`src/rtl/alu_pkg.sv`:
```
// alu_pkg: shared opcode/state types and the legal-opcode mask for alu_arbiter.
package alu_pkg;

  typedef enum logic [2:0] {
    OP_ADD = 3'b000,
    OP_SUB = 3'b001,
    OP_AND = 3'b010,
    OP_OR  = 3'b011,
    OP_SLT = 3'b101
  } alu_op_e;

  typedef enum logic [1:0] {
    ST_IDLE = 2'd0,
    ST_EXEC = 2'd1,
    ST_RESP = 2'd2
  } alu_state_e;

  // Bit k set means opcode k is implemented; 100, 110 and 111 are illegal.
  localparam logic [7:0] ALU_LEGAL_MASK = 8'b0010_1111;

  function automatic logic alu_is_legal(input logic [2:0] op);
    return ALU_LEGAL_MASK[op];
  endfunction

endpackage

```
`src/rtl/alu_rr_pick.sv`:
```
// alu_rr_pick: 2-way grant picker. Round-robin by default; with
// ALU_ARBITER_FIXED_PRIO_EN defined, requester 0 always wins a contention
// and no priority state exists.
module alu_rr_pick (
`ifndef ALU_ARBITER_FIXED_PRIO_EN
  input  logic       i_clk,
  input  logic       i_rst_n,
  input  logic       i_update,
`endif
  input  logic [1:0] i_valid,
  output logic       o_any,
  output logic       o_grant
);

  assign o_any = |i_valid;

`ifdef ALU_ARBITER_FIXED_PRIO_EN
  // Requester 1 only wins when it is the sole requester.
  assign o_grant = i_valid[1] & ~i_valid[0];
`else
  // r_ptr names the requester favoured on the next contention.
  logic r_ptr;

  // Contention follows the pointer; a single requester is granted directly.
  assign o_grant = (&i_valid) ? r_ptr : (i_valid[1] & ~i_valid[0]);

  // Pointer moves to the other requester after every transfer.
  always_ff @(posedge i_clk or negedge i_rst_n) begin
    if (!i_rst_n) begin
      r_ptr <= 1'b0;
    end else if (i_update) begin
      r_ptr <= ~o_grant;
    end
  end
`endif

endmodule

```
`src/rtl/alu_arbiter.sv`:
```
// alu_arbiter: two requesters share one registered ALU, one operation in
// flight at a time (IDLE -> EXEC -> RESP). Build option
// ALU_ARBITER_FIXED_PRIO_EN selects fixed priority to requester 0 instead
// of round-robin.
module alu_arbiter #(
  parameter int DATA_WIDTH    = 32,
  parameter int ALUCTRL_WIDTH = 3
) (
  input  logic                       i_clk,
  input  logic                       i_rst_n,
  input  logic [1:0]                 i_req_valid,
  output logic [1:0]                 o_req_ready,
  input  logic [2*ALUCTRL_WIDTH-1:0] i_req_ctrl,
  input  logic [2*DATA_WIDTH-1:0]    i_req_op1,
  input  logic [2*DATA_WIDTH-1:0]    i_req_op2,
  output logic                       o_rsp_valid,
  input  logic                       i_rsp_ready,
  output logic                       o_rsp_id,
  output logic [DATA_WIDTH-1:0]      o_rsp_data,
  output logic                       o_rsp_eq,
  output logic                       o_rsp_err
);

  import alu_pkg::*;

  alu_state_e               r_state;
  logic [ALUCTRL_WIDTH-1:0] r_ctrl;
  logic [DATA_WIDTH-1:0]    r_op1;
  logic [DATA_WIDTH-1:0]    r_op2;
  logic                     r_id;
  logic                     r_rsp_valid;
  logic                     r_rsp_id;
  logic [DATA_WIDTH-1:0]    r_rsp_data;
  logic                     r_rsp_eq;
  logic                     r_rsp_err;

  logic                     w_any;
  logic                     w_grant;
  logic                     w_xfer;
  logic [DATA_WIDTH-1:0]    w_result;
  logic                     w_legal;
  logic                     w_eq;

  alu_rr_pick u_pick (
`ifndef ALU_ARBITER_FIXED_PRIO_EN
    .i_clk    (i_clk),
    .i_rst_n  (i_rst_n),
    .i_update (w_xfer),
`endif
    .i_valid  (i_req_valid),
    .o_any    (w_any),
    .o_grant  (w_grant)
  );

  // A transfer happens whenever anyone is valid while idle; the grantee is ready.
  assign w_xfer      = w_any && (r_state == ST_IDLE);
  assign o_req_ready = w_xfer ? (w_grant ? 2'b10 : 2'b01) : 2'b00;

  assign w_legal = alu_is_legal(3'(r_ctrl));
  assign w_eq    = (r_op1 == r_op2);

  // ALU datapath on the latched operands; illegal opcodes yield zero.
  always_comb begin
    w_result = '0;
    case (r_ctrl)
      ALUCTRL_WIDTH'(OP_ADD): w_result = r_op1 + r_op2;
      ALUCTRL_WIDTH'(OP_SUB): w_result = r_op1 - r_op2;
      ALUCTRL_WIDTH'(OP_AND): w_result = r_op1 & r_op2;
      ALUCTRL_WIDTH'(OP_OR):  w_result = r_op1 | r_op2;
      ALUCTRL_WIDTH'(OP_SLT): w_result = {{(DATA_WIDTH-1){1'b0}}, (r_op1 < r_op2)};
      default:                w_result = '0;
    endcase
  end

  // Control FSM: latch on transfer, register result in EXEC, hold in RESP.
  always_ff @(posedge i_clk or negedge i_rst_n) begin
    if (!i_rst_n) begin
      r_state     <= ST_IDLE;
      r_ctrl      <= '0;
      r_op1       <= '0;
      r_op2       <= '0;
      r_id        <= 1'b0;
      r_rsp_valid <= 1'b0;
      r_rsp_id    <= 1'b0;
      r_rsp_data  <= '0;
      r_rsp_eq    <= 1'b0;
      r_rsp_err   <= 1'b0;
    end else begin
      case (r_state)
        ST_IDLE: begin
          if (w_any) begin
            r_state <= ST_EXEC;
            r_id    <= w_grant;
            r_ctrl  <= w_grant ? i_req_ctrl[ALUCTRL_WIDTH +: ALUCTRL_WIDTH]
                               : i_req_ctrl[0 +: ALUCTRL_WIDTH];
            r_op1   <= w_grant ? i_req_op1[DATA_WIDTH +: DATA_WIDTH]
                               : i_req_op1[0 +: DATA_WIDTH];
            r_op2   <= w_grant ? i_req_op2[DATA_WIDTH +: DATA_WIDTH]
                               : i_req_op2[0 +: DATA_WIDTH];
          end
        end
        ST_EXEC: begin
          r_state     <= ST_RESP;
          r_rsp_valid <= 1'b1;
          r_rsp_id    <= r_id;
          r_rsp_data  <= w_result;
          r_rsp_eq    <= w_eq;
          r_rsp_err   <= ~w_legal;
        end
        ST_RESP: begin
          if (i_rsp_ready) begin
            r_state     <= ST_IDLE;
            r_rsp_valid <= 1'b0;
          end
        end
        default: begin
          r_state     <= ST_IDLE;
          r_rsp_valid <= 1'b0;
        end
      endcase
    end
  end

  assign o_rsp_valid = r_rsp_valid;
  assign o_rsp_id    = r_rsp_id;
  assign o_rsp_data  = r_rsp_data;
  assign o_rsp_eq    = r_rsp_eq;
  assign o_rsp_err   = r_rsp_err;

endmodule
```
`config.mk`:
```
export PLATFORM = sky130hd
export DESIGN_NAME = alu_arbiter
export DESIGN_NICKNAME = d
export VERILOG_FILES = /design/src/rtl/alu_pkg.sv /design/src/rtl/alu_rr_pick.sv /design/src/rtl/alu_arbiter.sv
export SDC_FILE = /design/constraint.sdc
export NUM_CORES = 1
export LEC_CHECK = 0
export BUFFER_PORTS_ARGS = -buffer_cell sky130_fd_sc_hd__buf_2
export CAP_MARGIN = 20
export CORE_ASPECT_RATIO = 0.75
export CORE_MARGIN = 1.5
export CORE_UTILIZATION = 57
export CTS_CLUSTER_SIZE = 16
export DETAILED_ROUTE_END_ITERATION = 16
export PLACE_DENSITY = 0.82
export SLEW_MARGIN = 0
export SYNTH_ARGS = -nofsm -noshare
export SYNTH_HDL_FRONTEND = slang
export SYNTH_HIERARCHICAL = 1
export SYNTH_SLANG_ARGS = --single-unit
```
`constraint.sdc`:
```
create_clock -name i_clk -period 4.3 [get_ports i_clk]
set_clock_uncertainty 0.15 [all_clocks]
set_input_delay 0.86 -clock i_clk [delete_from_list [all_inputs] [get_ports i_clk]]
set_output_delay 0.86 -clock i_clk [all_outputs]
set_load 0.03 [all_outputs]
```
==> metrics.md <==
| Metric | Value |
|---|---|
| Status | completed |
| I/O pins | 177 |
| Clk sink count | 107 |
| FP Rows | 40 |
| Overall die width | 152 µm |
| Routability congestion estimate from global placement | 0.990 |
| Setup TNS after final layout | 0 ns |
| Maximum vdd ir drop | 0.675 mV |
| Synth Instances | 1,167 |
| Number of instances in the placed design | 1,501 |
| First-pass GRT wire length | 44,100 µm |
| Launch point of the worst reg-to-reg path | r_op1[0] |
| CP endpoint kind | flip-flop |
| Die footprint | 0.0174 mm² |
| Portion of the post-synthesis area used by sequential elements | 28.3% |
| Worst slew pin tran | 1.08 ns |
| Worst stage delay on the critical path | 0.45 ns |
| Fraction of the cycle the final worst path needs | 84.3% |
| Warnings, synthesis | 6 |
| Fin. max-slew vios | 0 |
| Crit Path Max Fanout | 5 |
| Height of the die | 115 µm |
| Number of buffers and inverters on the critical path | 1 |
| Number of failing hold endpoints at the final stage | 0 |
| Avg Synthesized Cell Area | 8.10 µm² |
| WL/cell | 18.0 µm |
| Number of H-tree branching levels | 3 |
| WP data arrival | 3.73 ns |
| Detailed Routing Iterations Pass 1 | 6 |
| Worst path cell trace | inv_1 > ha_1 > fa_1 > o21bai_1 > a21oi_1 > o311ai_1 > o21a_1 > o21ai_0 > o41ai_1 > a21oi_1 > a21o_1 > a32o_1 |
| Kind of start point of the critical path | flip-flop |
| Setup CP Type | reg2reg |
| DRC violation count after routing | 0 |
| TritonCTS clock tree | built |
| Root Buffer Master | sky130_fd_sc_hd__clkbuf_16 |
| Violation count after the first detailed-route iteration | 964 |
| Number of port buffers | 176 |
| Highest Clock Rate | 0.276 GHz |
| Initial antenna violation count | 0 |
| Maximum number of pins on one net before global-route repair | 75 |
| Most common cell type on the critical path | sky130_fd_sc_hd__a21oi_1 |
| Number of gates resized after cts | 0 |
| Global-route usage over all layers | 32.0% |
| Total half-perimeter wirelength after legalization and detailed placement | 20,600 µm |
| Starting Density | 58.7% |
| Insertion delay to the later sink of the worst-skew pair | 0.37 ns |
| Kind of cell adding the most delay to the critical path | compound AO/OA/AOI/OAI gates |
| Net total in the final layout | 1,543 |
| Via count of the first global-routing pass | 8,800 |
| Number of distinct library cells after synthesis | 72 |
| Post-CTS Hold Buffers | 0 |
| Wire length reported by the detailed router | 27,300 µm |
| Unrepaired setup endpoints after global routing | no |
| Time the worst path needs with I/O delays and setup | 3.63 ns |
| Layout Area Growth over Synthesis | 14.5% |
| Worst-path clk slew | 0.08 ns |
| Most common cell after layout, fill and taps aside | sky130_fd_sc_hd__buf_2 |
| Start point of the critical path | r_op1[0] |
| Register bit total from synthesis | 107 |
| Pwr dens | 957 mW/mm² |
| # Post-CTS Setup Buffers | 0 |
| Global-route congestion overflow total | 0 |
| Endpoint required time on the critical path | 4.40 ns |
| Area of the mapped netlist | 0.00946 mm² |
| Share of layout cells above drive strength 1 | 17.9% |
| Slowest cell on crit path | sky130_fd_sc_hd__o311ai_1 |
| Maximum clock insertion buffer count | 2 |
| Antenna cells | 0 |
| Post-route insts no fill | 1,517 |
| Hold path startpoint | o_rsp_data[6] |
| Static power due to leakage | 5.37 nW |
| Vias per std cell | 6.19 |
| Number of synthesized flops with an enable pin | 0 |
| CTS Buf Count | 9 |
| Area of the core | 0.0161 mm² |
| Synth async-reset ratio | 100% |
| # Max-Cap Violations | 0 |
| Path class of the lowest-slack min-delay path | reg2reg |
| Slew margin rel. | 28.0% |
| Total number of vias | 9,390 |
| Final number of setup-violating endpoints | 0 |
| Most common flop cell mapped by yosys | sky130_fd_sc_hd__dfrtp_1 |
| Commonest non-fill, non-tap cells in the layout | sky130_fd_sc_hd__buf_2, sky130_fd_sc_hd__nor2_1, sky130_fd_sc_hd__a21oi_1 |
| Number of routed nets with antenna violations | 0 |
| Number of nets in the synthesized netlist | 1,408 |
[worst reg2reg max path, cell delays in order (launching register included)]
cell and delay, ns:
sky130_fd_sc_hd__dfrtp_1 0.38, sky130_fd_sc_hd__inv_1 0.07, sky130_fd_sc_hd__ha_1 0.23, sky130_fd_sc_hd__fa_1 0.43, sky130_fd_sc_hd__o21bai_1 0.17, sky130_fd_sc_hd__a21oi_1 0.15
sky130_fd_sc_hd__o311ai_1 0.45, sky130_fd_sc_hd__o21a_1 0.25, sky130_fd_sc_hd__o21ai_0 0.33, sky130_fd_sc_hd__o41ai_1 0.37, sky130_fd_sc_hd__a21oi_1 0.13, sky130_fd_sc_hd__a21o_1 0.19
sky130_fd_sc_hd__a32o_1 0.24
[power breakdown]
part	internal [mW]	total (mW)	switching, mW
Clock	0.476	0.915	0.439
Sequential	1.45	1.89	0.441
Combinational	2.75	7.56	4.81
[sequential cells by signal (all words and copies together), names as in the netlist]
signal        count
o_rsp_err         1
r_state           2
r_id              1
r_ctrl            3
o_rsp_eq          1
o_rsp_data       32
r_op1            32
o_rsp_valid       1
r_op2            32
o_rsp_id          1
u_pick/r_ptr      1
[per-stage QoR]
stage | setup WS, ns | hold WS, ns | instance area [µm²] | util [%] | power (mW)
after floorplan | 1.18 | 0.310 | 9460 | - | 7.34
after global placement | 0.859 | 0.312 | 10500 | 65.1 | 9.07
after detailed placement | 0.822 | 0.315 | 10500 | 65.1 | 9.21
after CTS | 0.789 | 0.333 | 10800 | 67.2 | 10.2
after global routing | 0.517 | 0.344 | 10800 | 67.2 | 11.2
final | 0.675 | 0.325 | 10800 | 67.2 | 10.4
[logic make-up (layout without fill, tap and decap cells)]
logic type / count (synthesis) / after routing / synth area share (%)
xor+xnor: 9 / 9 / 0.834
buf+inv: 166 / 306 / 6.70
fa+ha+maj: 102 / 102 / 13.7
flops: 107 / 107 / 28.3
simple gates: 328 / 328 / 16.1
compound gates: 378 / 378 / 26.2
mux: 77 / 77 / 8.19
[synthesized netlist by cell type (3+ instances only)]
| cell type | number | area (µm²) |
|---|---|---|
| sky130_fd_sc_hd__a211o_1 | 6 | 52.6 |
| sky130_fd_sc_hd__a211oi_1 | 14 | 105 |
| sky130_fd_sc_hd__a21o_1 | 15 | 113 |
| sky130_fd_sc_hd__a21oi_1 | 140 | 701 |
| sky130_fd_sc_hd__a221o_1 | 13 | 130 |
| sky130_fd_sc_hd__a221oi_1 | 20 | 175 |
| sky130_fd_sc_hd__a22o_1 | 4 | 35.0 |
| sky130_fd_sc_hd__a22oi_1 | 5 | 37.5 |
| sky130_fd_sc_hd__a31oi_1 | 8 | 50.1 |
| sky130_fd_sc_hd__and2_1 | 5 | 31.3 |
| sky130_fd_sc_hd__buf_1 | 4 | 15.0 |
| sky130_fd_sc_hd__clkbuf_1 | 65 | 244 |
| sky130_fd_sc_hd__dfrtp_1 | 107 | 2680 |
| sky130_fd_sc_hd__ha_1 | 100 | 1250 |
| sky130_fd_sc_hd__inv_1 | 94 | 353 |
| sky130_fd_sc_hd__mux2_2 | 3 | 33.8 |
| sky130_fd_sc_hd__mux2i_1 | 74 | 741 |
| sky130_fd_sc_hd__nand2_1 | 51 | 191 |
| sky130_fd_sc_hd__nand2b_1 | 14 | 87.6 |
| sky130_fd_sc_hd__nand3_1 | 20 | 100 |
| sky130_fd_sc_hd__nand4_1 | 10 | 62.6 |
| sky130_fd_sc_hd__nor2_1 | 156 | 586 |
| sky130_fd_sc_hd__nor2b_1 | 9 | 56.3 |
| sky130_fd_sc_hd__nor3_1 | 33 | 165 |
| sky130_fd_sc_hd__nor3b_1 | 7 | 52.6 |
| sky130_fd_sc_hd__o211ai_1 | 11 | 82.6 |
| sky130_fd_sc_hd__o21a_1 | 6 | 45.0 |
| sky130_fd_sc_hd__o21ai_0 | 56 | 280 |
| sky130_fd_sc_hd__o21bai_1 | 17 | 128 |
| sky130_fd_sc_hd__o221ai_1 | 12 | 105 |
| sky130_fd_sc_hd__o22ai_1 | 5 | 31.3 |
| sky130_fd_sc_hd__o31a_1 | 3 | 26.3 |
| sky130_fd_sc_hd__o31ai_1 | 8 | 60.1 |
| sky130_fd_sc_hd__o32a_1 | 3 | 30.0 |
| sky130_fd_sc_hd__o41ai_1 | 9 | 78.8 |
| sky130_fd_sc_hd__or2_2 | 4 | 25.0 |
| sky130_fd_sc_hd__or3_1 | 4 | 25.0 |
| sky130_fd_sc_hd__xnor2_1 | 8 | 70.1 |
[cell type report]
type                       instances  area, µm²
sequential                       107       2680
clock buffer                       9        225
multi-input combinational        894       6170
tap                              210        263
fill                            1412       5290
clock inverter                     7        108
timing repair buffer             196       1030
inverter                          94        353
[per-layer routing]
metal  global-route usage [%]  up-vias  routed length [µm]
met3                     6.89       32                2580
met2                     50.6      476               12200
met1                     44.8     4433               12100
met5                        0        -                   0
met4                     6.79        0                 376
li1                         -     4449                   -
[worst paths after layout]
kind	endpoint	slack, ns	cells after the start
max	o_rsp_data[18]	0.67	12
min	o_rsp_data[6]	0.33	2
max reg2reg	o_rsp_data[18]	0.67	12
min reg2reg	o_rsp_data[6]	0.33	2
max in group asynchronous	o_rsp_data[12]	2.69	2
min in group asynchronous	r_op2[22]	0.49	1
Note: power is estimated with default switching activity, not from simulation.
